--- config.mk ---
export PLATFORM = sky130hd
export DESIGN_NAME = wm8731_dac_tx
export DESIGN_NICKNAME = d
export VERILOG_FILES = /design/src/rtl/wm8731_pkg.sv /design/src/rtl/wm8731_bclk_gen.sv /design/src/rtl/wm8731_dac_tx.sv
export SDC_FILE = /design/constraint.sdc
export NUM_CORES = 1
export LEC_CHECK = 0
export CAP_MARGIN = 15
export CELL_PAD_IN_SITES_DETAIL_PLACEMENT = 0
export CELL_PAD_IN_SITES_GLOBAL_PLACEMENT = 1
export CORE_UTILIZATION = 39
export DETAILED_ROUTE_END_ITERATION = 7
export GPL_TIMING_DRIVEN = 1
export PLACE_DENSITY_LB_ADDON = 0.1
export SETUP_SLACK_MARGIN = 0.3
export SYNTH_ARGS = -nofsm -noshare
export SYNTH_HDL_FRONTEND = slang
export SYNTH_HIERARCHICAL = 1
export SYNTH_SLANG_ARGS = --single-unit
--- constraint.sdc ---
create_clock -name Clk -period 2.67 [get_ports Clk]
set_input_delay 0.4005 -clock Clk [delete_from_list [all_inputs] [get_ports Clk]]
set_output_delay 0.4005 -clock Clk [all_outputs]
set_load 0.1 [all_outputs]
--- src/rtl/wm8731_pkg.sv ---
// Shared state encoding and default constants for the WM8731 DAC transmitter.
package wm8731_pkg;

  typedef enum logic [1:0] {
    ST_IDLE = 2'd0,
    ST_RUN  = 2'd1,
    ST_STOP = 2'd2
  } tx_state_t;

  localparam int unsigned DEF_DATA_WIDTH = 16;
  localparam int unsigned DEF_SLOT_BITS  = 32;
  localparam int unsigned DEF_BCLK_DIV   = 4;

endpackage

--- src/rtl/wm8731_bclk_gen.sv ---
// BCLK divider; flags the Clk cycle in which BCLK has just gone (or starts) low.
module wm8731_bclk_gen
  import wm8731_pkg::*;
#(
  parameter int unsigned BCLK_DIV = DEF_BCLK_DIV
) (
  input  logic Clk,
  input  logic Reset_in,
  input  logic Run_in,
  output logic BClk_out,
  output logic FallEvent_out
);

  localparam int unsigned DVW = (BCLK_DIV > 1) ? $clog2(BCLK_DIV) : 1;
  localparam logic [DVW-1:0] DIV_LAST = DVW'(BCLK_DIV - 1);

  logic [DVW-1:0] div_q;
  logic           bclk_q;

  always_ff @(posedge Clk or posedge Reset_in) begin
    if (Reset_in) begin
      div_q  <= '0;
      bclk_q <= 1'b0;
    end else if (!Run_in) begin
      div_q  <= '0;
      bclk_q <= 1'b0;
    end else if (div_q == DIV_LAST) begin
      div_q  <= '0;
      bclk_q <= ~bclk_q;
    end else begin
      div_q <= div_q + DVW'(1);
    end
  end

  // The first running cycle (counter and BCLK both at rest) also counts as a falling edge.
  assign FallEvent_out = Run_in && (div_q == '0) && !bclk_q;
  assign BClk_out      = bclk_q;

endmodule

--- src/rtl/wm8731_dac_tx.sv ---
// I2S master transmitter for the WM8731 DAC: pops one show-ahead FIFO word per slot.
module wm8731_dac_tx
  import wm8731_pkg::*;
#(
  parameter int unsigned DATA_WIDTH = DEF_DATA_WIDTH,
  parameter int unsigned SLOT_BITS  = DEF_SLOT_BITS,
  parameter int unsigned BCLK_DIV   = DEF_BCLK_DIV
) (
  input  logic                  Clk,
  input  logic                  Reset_in,
  input  logic                  Enable_in,
  input  logic [DATA_WIDTH-1:0] Data_in,
  input  logic                  Empty_in,
  output logic                  ReadEn_out,
  output logic                  BClk_out,
  output logic                  DacLrc_out,
  output logic                  DacDat_out,
  output logic                  Underrun_out,
  output logic                  Busy_out
);

  localparam int unsigned CW = (SLOT_BITS > 1) ? $clog2(SLOT_BITS) : 1;
  localparam logic [CW-1:0] LAST_BIT  = CW'(SLOT_BITS - 1);
  localparam logic [CW-1:0] DATA_LAST = CW'(DATA_WIDTH);

  tx_state_t             state_q, state_next;
  logic [CW-1:0]         bitcnt_q;
  logic                  slot_q;
  logic [DATA_WIDTH-1:0] sreg_q;
  logic                  lrc_q, dat_q;
  logic                  fall_ev, slot_start, frame_end;
  logic                  read_en, underrun;

  wm8731_bclk_gen #(
    .BCLK_DIV(BCLK_DIV)
  ) u_bclk_gen (
    .Clk          (Clk),
    .Reset_in     (Reset_in),
    .Run_in       (state_q != ST_IDLE),
    .BClk_out     (BClk_out),
    .FallEvent_out(fall_ev)
  );

  always_comb begin
    state_next = state_q;
    read_en    = 1'b0;
    underrun   = 1'b0;
    slot_start = fall_ev && (bitcnt_q == '0);
    frame_end  = slot_start && !slot_q && (state_q == ST_STOP) && !Enable_in;
    case (state_q)
      ST_IDLE: if (Enable_in) state_next = ST_RUN;
      ST_RUN:  if (!Enable_in) state_next = ST_STOP;
      ST_STOP: begin
        if (Enable_in)      state_next = ST_RUN;
        else if (frame_end) state_next = ST_IDLE;
      end
      default: state_next = ST_IDLE;
    endcase
    if (slot_start && !frame_end) begin
      if (!Empty_in) read_en  = 1'b1;
      else           underrun = 1'b1;
    end
  end

  always_ff @(posedge Clk or posedge Reset_in) begin
    if (Reset_in) begin
      state_q  <= ST_IDLE;
      bitcnt_q <= '0;
      slot_q   <= 1'b0;
      sreg_q   <= '0;
      lrc_q    <= 1'b0;
      dat_q    <= 1'b0;
    end else begin
      state_q <= state_next;
      if (state_q == ST_IDLE) begin
        bitcnt_q <= '0;
        slot_q   <= 1'b0;
        lrc_q    <= 1'b0;
        dat_q    <= 1'b0;
      end else if (fall_ev) begin
        lrc_q <= slot_q;
        if (bitcnt_q == '0) begin
          dat_q  <= 1'b0;
          sreg_q <= read_en ? Data_in : '0;
        end else begin
          dat_q  <= (bitcnt_q <= DATA_LAST) ? sreg_q[DATA_WIDTH-1] : 1'b0;
          sreg_q <= {sreg_q[DATA_WIDTH-2:0], 1'b0};
        end
        if (bitcnt_q == LAST_BIT) begin
          bitcnt_q <= '0;
          slot_q   <= ~slot_q;
        end else begin
          bitcnt_q <= bitcnt_q + CW'(1);
        end
      end
    end
  end

  assign ReadEn_out   = read_en;
  assign Underrun_out = underrun;
  assign DacLrc_out   = lrc_q;
  assign DacDat_out   = dat_q;
  assign Busy_out     = (state_q != ST_IDLE);

endmodule

==> results.cfg, run 1 <==
[yosys]
synth.avg_cell_area_um2 = 9.24
ys_ff_latch = 29
yosys_warnings = 6
synth_top_area_share_pct = 47.6
synth_top_area_cell = dfrtp_1
ys_seq_area_share_pct = 47.6
syn_inst = 165
synth_area_mm2 = 0.00152
ys_top_cells_by_area = dfrtp_1 (48%), a21oi_1 (11%), nand4_1 (6.6%)
synth.distinct_cells = 31
synth_fp_nets = 190

[placed_design]
placedCellCount = 232
place_congestion = 0.729
io_buffers = 25
dp_slack_ns = 0.505
place_hpwl_um = 2360

[run_status]
status = finished, final reports clean

[worst_setup_path]
crit_fanout = 15
criticalPathCategory = flip-flop to output port
cp.required_ns = 2.27
startpoint_type = flip-flop
setup.worst_path.end_class = output port
arrival_ns = 1.83

[power]
internal_power_mw = 1.17
powerDensity_mw_per_mm2 = 1030
finalPower_mw = 2.01
p_seq_share_pct = 35.5
peakVddDrop_mv = 0.471
swShare_pct = 41.9
pwr-share-clk_pct = 19.3
p_leak_nw = 0.871
p_sw_mw = 0.842
comb_power_share_pct = 45.2

[timing]
fin_hold_ws_ns = 0.333
fin_crit_sh_pct = 83.5
fin_ws_ns = 0.441
final_hold_viol_count = 0
worst_pin_slew_ns = 1.07
fin_crit_ns = 2.23
fmax_mhz = 449
report.final.slew_viol_count = 0
finalSetupViolCount = 0
maxSlewHeadroom_pct = 28.7
tns_ns = 0
finClkSkew_ns = 0.00321
rsz0062_at_grt = no

[route]
drt_iter0_drc = 110
drc = 0
wl_per_cell_um = 14.7
first_pass_iters = 4
viasPerCell = 5.35
ant_nets = 0
vias = 1285
drt_wl_total_um = 3520

[hold_path]
hp-class = input port to async pin

[clocking]
numClockSinks = 29
clock-root-buffer = clkbuf_8
clk_path_buf_depth = 2
numCtsBuffers = 5
hold_buffers = 0
clk_pin_slew_ns = 0.06
clk_latency_ns = 0.28
h-tree-depth = 2
cts_tree = done

[floorplanning]
die_y_um = 64.5
die_area_mm2 = 0.00416
num_rows = 22
coreArea_mm2 = 0.00372
fp.dieW_um = 64.5
initial_core_util_pct = 41.0
num_io_pins = 26

[global_routing]
grt_pass1_vias = 1228
grt_overflow = 0
grt_pass1_wl_um = 5860
grt_max_degree = 18
antenna_found_initial = 0
grtUsageTotal_pct = 18.9

[layout]
final_common_cell = a21oi_1
multi_input_area_um2 = 716
layout.nets = 216
final-seq-area_um2 = 728
drive_gt1_share_pct = 14.6
layout_common_cells = a21oi_1 (32), dfrtp_1 (27), nor2_1 (22), clkdlybuf4s50_1 (19), nand4_1 (16)
nFillCells = 354
areaGrowthSynthToFinish_pct = 28.5
instances_no_fill = 240
diodes = 0

[job]
drv_cap = 0
power groups by stage:
stage	clock network (mW)	logic, mW	registers (mW)
global placement	0	0.885	0.709
floorplan	0	0.672	0.756
global route	0.430	0.998	0.732
CTS	0.407	0.911	0.710
detailed placement	0	0.907	0.716
finish	0.388	0.909	0.713
critical path: stages (launching register included):
cell	delay, ns
dfrtp_2	0.43
nor2_2	0.06
bufinv_8	0.19
nand2_1	0.05
nor2_1	0.13
buf_6	0.20
nand3_2	0.15
nor2_4	0.16
buf_12	0.18
area by class of cell:
type / count / share of cell area [%]
clock buffer: 7 / 4.92
clock inverter: 1 / 0.256
inverter: 10 / 2.62
multi-input combinational: 115 / 36.5
sequential: 29 / 37.2
tap: 48 / 3.07
timing repair buffer: 30 / 15.4
routing by layer:
layer  vias up  GRT usage [%]  share of wire (%)
met5         -              0                  0
met2        35           31.2                 49
met3         5           5.99                4.7
met4         0           8.33                1.5
met1       614           22.3                 45
li1        631              -                  -
cells in the mapped netlist, drive strengths merged:
cell	number
a21oi	32
and2	3
o21a	1
nor2	25
or4b	2
nand2	6
nand3	2
nor4	1
and4bb	1
and3	1
nor4b	1
nand4	16
mux2i	4
xor2	2
o21ai	4
inv	10
ha	5
a32o	1
nor2b	2
clkbuf	2
o31ai	1
nor3b	2
buf	9
nor3	3
dfrtp	29
final timing paths:
check	slack, ns	startpoint	to	depth (start not counted)
worst max-delay path	0.44	state_q[1]	ReadEn_out	8
max in group asynchronous	1.64	Reset_in	sreg_q[10]	3
min in group Clk	0.48	u_bclk_gen/div_q[0]	u_bclk_gen/div_q[0]	1
worst max register to register	0.51	state_q[1]	sreg_q[9]	7
worst min register to register	0.48	u_bclk_gen/div_q[0]	u_bclk_gen/div_q[0]	1
worst min-delay path	0.33	Reset_in	u_bclk_gen/div_q[1]	2
flip-flops by register name, indices dropped and copies added (netlist names):
name / cells
DacLrc_out: 1
sreg_q: 16
DacDat_out: 1
slot_q: 1
u_bclk_gen/BClk_out: 1
state_q: 2
bitcnt_q: 5
u_bclk_gen/div_q: 2
kinds of logic (layout without fill, tap and decap cells):
| group | count (synthesis) | in the layout | share of synthesized area, % |
|---|---|---|---|
| and+or+nand+nor | 65 | 65 | 23.4 |
| AOI/OAI and AO/OA | 39 | 39 | 14.2 |
| DFF | 29 | 29 | 47.6 |
| buffers and inverters | 21 | 48 | 6.90 |
| adders and majority gates | 5 | 5 | 4.11 |
| muxes | 4 | 4 | 2.63 |
| xor gates and xnor gates | 2 | 2 | 1.15 |
through the flow:
stage          util, %  area [um2]
2_1_floorplan        -        1570
3_3_place_gp      49.8        1850
3_5_place_dp      49.8        1850
4_1_cts           52.6        1950
5_1_grt           52.7        1960
6_report          52.7        1960
timing repair:
| item | in CTS | in global routing |
|---|---|---|
| buffers inserted | 0 | 0 |
| endpoints found under the setup margin | 0 | 1 |
| resized for setup | 0 | 2 |
Power figures use the tool's default switching activity.
==> run 2, diff against run 1 <==
--- a/config.mk
+++ b/config.mk
@@ -8,7 +8,7 @@
 export CAP_MARGIN = 15
 export CELL_PAD_IN_SITES_DETAIL_PLACEMENT = 0
 export CELL_PAD_IN_SITES_GLOBAL_PLACEMENT = 1
-export CORE_UTILIZATION = 39
+export CORE_UTILIZATION = 36
 export DETAILED_ROUTE_END_ITERATION = 7
 export GPL_TIMING_DRIVEN = 1
 export PLACE_DENSITY_LB_ADDON = 0.1
==> constraint.sdc (replaced) <==
create_clock -name Clk -period 2 [get_ports Clk]
set_input_delay 0.3 -clock Clk [delete_from_list [all_inputs] [get_ports Clk]]
set_output_delay 0.3 -clock Clk [all_outputs]
set_load 0.1 [all_outputs]
==> results.cfg, run 2 (synthesis results as in run 1) <==
[run_status]
status = finished, final reports clean

[global_routing]
grt_max_degree = 18
grtUsageTotal_pct = 18.4
grt_pass1_vias = 1352
grt_pass1_wl_um = 6110
antenna_found_initial = 0
grt_overflow = 0

[route]
ant_nets = 0
vias = 1415
wl_per_cell_um = 16.0
drt_wl_total_um = 4270
viasPerCell = 5.32
drt_iter0_drc = 85
drc = 0
first_pass_iters = 4

[timing]
maxSlewHeadroom_pct = 51.5
finClkSkew_ns = 0.00230
fmax_mhz = 528
fin_crit_sh_pct = 94.7
rsz0062_at_grt = yes
tns_ns = 0
final_hold_viol_count = 0
fin_crit_ns = 1.89
worst_pin_slew_ns = 0.725
report.final.slew_viol_count = 0
fin_ws_ns = 0.106
finalSetupViolCount = 0

[hold_path]
hp-class = input port to async pin

[layout]
areaGrowthSynthToFinish_pct = 58.5
layout.nets = 241
top_register = sreg_q
largest_reg_flops = 16
drive_gt1_share_pct = 39.4
final_common_cell = dfrtp_1
diodes = 0
layout_common_cells = dfrtp_1 (26), nor2_1 (21), buf_4 (20), clkdlybuf4s50_1 (18)
largestRegisters = sreg_q (16), bitcnt_q (5)

[floorplanning]
num_rows = 23
num_io_pins = 26
die_area_mm2 = 0.00450
die_y_um = 67.1
fp.dieW_um = 67.1
initial_core_util_pct = 37.8
coreArea_mm2 = 0.00403

[worst_setup_path]
cp.required_ns = 1.70
r2r-start = bitcnt_q[0]
crit_chain = or4b_4 > nand3_4 > nor2_4 > buf_12
setup.worst_path.end_class = output port
crit_fanout = 6
critPathSlowestCell = or4b_4
slowest_delay_ns = 0.52
r2r_end = sreg_q[13]
reg2regPathDepth = 8
worst-r2r-setup-slack_ns = 0.18
criticalPathCategory = flip-flop to output port
arrival_ns = 1.59
startpoint_type = flip-flop

[clocking]
numCtsBuffers = 5
numClockSinks = 29
clk_pin_slew_ns = 0.06
clk_path_buf_depth = 2
cts_tree = done
h-tree-depth = 2
clock-root-buffer = clkbuf_8
clk_latency_ns = 0.27

[power]
peakVddDrop_mv = 0.868
finalPower_mw = 3.44
p_leak_nw = 1.04
powerDensity_mw_per_mm2 = 1420

[placed_design]
dp_slack_ns = 0.0294
io_buffers = 25
place_congestion = 0.752
place_hpwl_um = 2400

[job]
drv_cap = 0
[run 2: worst max path at each step]
stage | startpoint | endpoint | slack [ns]
3_3_place_gp | Enable_in | ReadEn_out | 0.04
5_1_grt | bitcnt_q[0] | ReadEn_out | 0.04
4_1_cts | bitcnt_q[0] | Underrun_out | 0.1
2_1_floorplan | bitcnt_q[0] | ReadEn_out | -0.11
3_5_place_dp | Enable_in | ReadEn_out | 0.03
6_report | state_q[1] | ReadEn_out | 0.11
[run 2: report_power, final]
group / internal, mW / total, mW / leakage [nW] / switching [mW]
combinational: 0.934 / 1.97 / 0.636 / 1.04
sequential: 0.809 / 0.979 / 0.358 / 0.170
clock: 0.272 / 0.485 / 0.0443 / 0.213
[run 2: layout make-up]
cell class | instances | area, um2
multi-input combinational | 115 | 895
inverter | 10 | 47.5
tap | 50 | 62.6
clock buffer | 7 | 86.3
fill | 336 | 1610
sequential | 29 | 729
timing repair buffer | 55 | 594
[run 2: worst max-delay path: cells and delay by family (launching register included)]
family,cells,cell delay (ns)
buffers and inverters,1,0.16
flip-flops,1,0.46
AND/OR/NAND/NOR,3,0.69
[run 2: timing repair]
action,4_1_cts,5_1_grt
gates resized for setup,9,54
setup endpoints to repair,18,22
buffers inserted,8,10
cloned,0,3
pin swaps,5,34
hold buffers,0,0
[run 2: layer usage]
layer | part of all wire [%] | track usage, % | up-vias | wire, um
li1 | - | - | 683 | -
met1 | 43 | 22.3 | 700 | 1850
met2 | 52 | 31.3 | 28 | 2220
met3 | 3.5 | 4.62 | 4 | 150
met4 | 1.1 | 6.38 | 0 | 46
met5 | 0 | 0 | - | 0
[run 2: stage by stage]
stage	hold slack, ns	util (%)	instance area, um2	cells
6_report	0.222	59.9	2410	266
5_1_grt	0.224	59.9	2410	266
4_1_cts	0.220	51.7	2080	253
3_5_place_dp	0.471	47.4	1910	238
3_3_place_gp	0.450	47.4	1910	238
2_1_floorplan	0.0536	-	1590	165
==> run 3, diff against run 2 <==
--- a/config.mk
+++ b/config.mk
@@ -5,10 +5,10 @@
 export SDC_FILE = /design/constraint.sdc
 export NUM_CORES = 1
 export LEC_CHECK = 0
-export CAP_MARGIN = 15
 export CELL_PAD_IN_SITES_DETAIL_PLACEMENT = 0
 export CELL_PAD_IN_SITES_GLOBAL_PLACEMENT = 1
 export CORE_UTILIZATION = 36
+export CTS_BUF_LIST = sky130_fd_sc_hd__clkbuf_16
 export DETAILED_ROUTE_END_ITERATION = 7
 export GPL_TIMING_DRIVEN = 1
 export PLACE_DENSITY_LB_ADDON = 0.1
==> results.cfg, run 3 (synthesis results as in run 1) <==
[run_status]
status = finished, final reports clean

[power]
peakVddDrop_mv = 0.906
powerDensity_mw_per_mm2 = 1480
p_leak_nw = 1.04

[global_routing]
grt_overflow = 0
grtUsageTotal_pct = 18.2
met1_usage_pct = 22.4
use_met3_pct = 4.11
grt_pass1_wl_um = 6110
grt_max_degree = 18
antenna_found_initial = 0
grt_busiest_layer = met2
grt_pass1_vias = 1352
grt_use_met2_pct = 31.1

[route]
vias = 1395
drc = 0
viasPerCell = 5.26
drt_iter0_drc = 85
wl_per_cell_um = 15.4
drt_wl_total_um = 4070
ant_nets = 0
first_pass_iters = 4

[layout]
instances_no_fill = 265
nFillCells = 342
final_util_pct = 60.6
final_common_cell = dfrtp_1
layout_common_cells = dfrtp_1 (26), nor2_1 (20), buf_4 (20), clkdlybuf4s50_1 (18), nand4_1 (16)
largest_reg_flops = 16
diodes = 0
largestRegisters = sreg_q (16), bitcnt_q (5)
multi_input_area_um2 = 888
layout.nets = 240
drive_gt1_share_pct = 38.6
top_register = sreg_q
fin_area_mm2 = 0.00244
areaGrowthSynthToFinish_pct = 60.2
final-seq-area_um2 = 729

[worst_setup_path]
arrival_ns = 1.58
setup.worst_path.end_class = output port
cp.required_ns = 1.70
startpoint_type = flip-flop
criticalPathCategory = flip-flop to output port
crit_fanout = 6

[floorplanning]
die_y_um = 67.1
initial_core_util_pct = 37.8
fp.dieW_um = 67.1
num_rows = 23
num_io_pins = 26
die_area_mm2 = 0.00450
coreArea_mm2 = 0.00403

[timing]
fin_crit_sh_pct = 94.2
fmax_mhz = 531
rsz0062_at_grt = yes
finClkSkew_ns = 0.00213
final_hold_viol_count = 0
finalSetupViolCount = 0
maxSlewHeadroom_pct = 67.0
report.final.slew_viol_count = 0
worst_pin_slew_ns = 0.494
fin_ws_ns = 0.116
fin_crit_ns = 1.88

[clocking]
h-tree-depth = 2
clock-root-buffer = clkbuf_16
numClockSinks = 29
numCtsBuffers = 5
clk_latency_ns = 0.27
clk_path_buf_depth = 2
cts_tree = done
hold_buffers = 0
clk_pin_slew_ns = 0.05

[placed_design]
dp_slack_ns = 0.0294
place_hpwl_um = 2400
io_buffers = 25
placedCellCount = 238
place_congestion = 0.752
placed_cell_area_mm2 = 0.00191

[job]
drv_cap = 0

[hold_path]
hp-class = input port to async pin
[run 3: cell types whose count changed in the layout (fill, tap and decap cells not counted), moves of 2 or more]
cell | previous run | this run
clkbuf_16 | 2 | 7
a21oi_2 | 13 | 15
nand2_4 | 2 | 0
a21oi_1 | 16 | 13
clkbuf_8 | 6 | 0
[run 3: through the flow]
stage	total power, mW	TNS, ns	hold slack (ns)
floorplan	1.95	-0.193	0.0536
global placement	2.20	0	0.450
detailed placement	2.24	0	0.471
CTS	3.04	0	0.235
global route	3.82	0	0.243
finish	3.60	0	0.233
[run 3: final cells by class]
cell class                 count  share of cell area [%]
multi-input combinational    115                    36.4
sequential                    29                    29.9
timing repair buffer          54                    23.9
clock buffer                   5                    5.13
tap                           50                    2.56
inverter                      10                    1.85
clock inverter                 2                   0.308
[run 3: worst max-delay path, cell delays in order, from the launching register on]
cell and delay, ns:
dfrtp_2 0.43, buf_6 0.13, nor2_4 0.17, inv_8 0.05
nand2_2 0.06, nor2_2 0.04, buf_6 0.13, nand3_4 0.10
nor2_4 0.04, buf_12 0.16
[run 3: routing by layer]
| metal | wire, um | vias up |
|---|---|---|
| li1 | - | 684 |
| met1 | 1850 | 687 |
| met2 | 2080 | 20 |
| met3 | 105 | 4 |
| met4 | 35 | 0 |
| met5 | 0 | - |
[run 3: final timing paths]
check,cells past startpoint,slack (ns),startpoint,end
worst max-delay path,9,0.12,state_q[0],ReadEn_out
worst min-delay path,2,0.23,Reset_in,u_bclk_gen/div_q[1]
worst max register to register,8,0.21,bitcnt_q[0],sreg_q[6]
worst min register to register,2,0.49,sreg_q[0],sreg_q[0]
max in group asynchronous,3,1.16,Reset_in,sreg_q[9]
min in group Clk,2,0.37,Enable_in,state_q[1]
[run 3: power by group]
group | switching (mW) | leakage [nW] | internal (mW)
clock network | 0.233 | 0.0685 | 0.442
logic | 1.02 | 0.610 | 0.918
registers | 0.181 | 0.358 | 0.811
[run 3: timing repair]
item                                    4_1_cts  5_1_grt
hold endpoints to repair                      0        0
endpoints found under the setup margin       18       22
pin swaps                                     5       34
setup buffers                                 8        9
cloned                                        0        3
resized for setup                             9       50
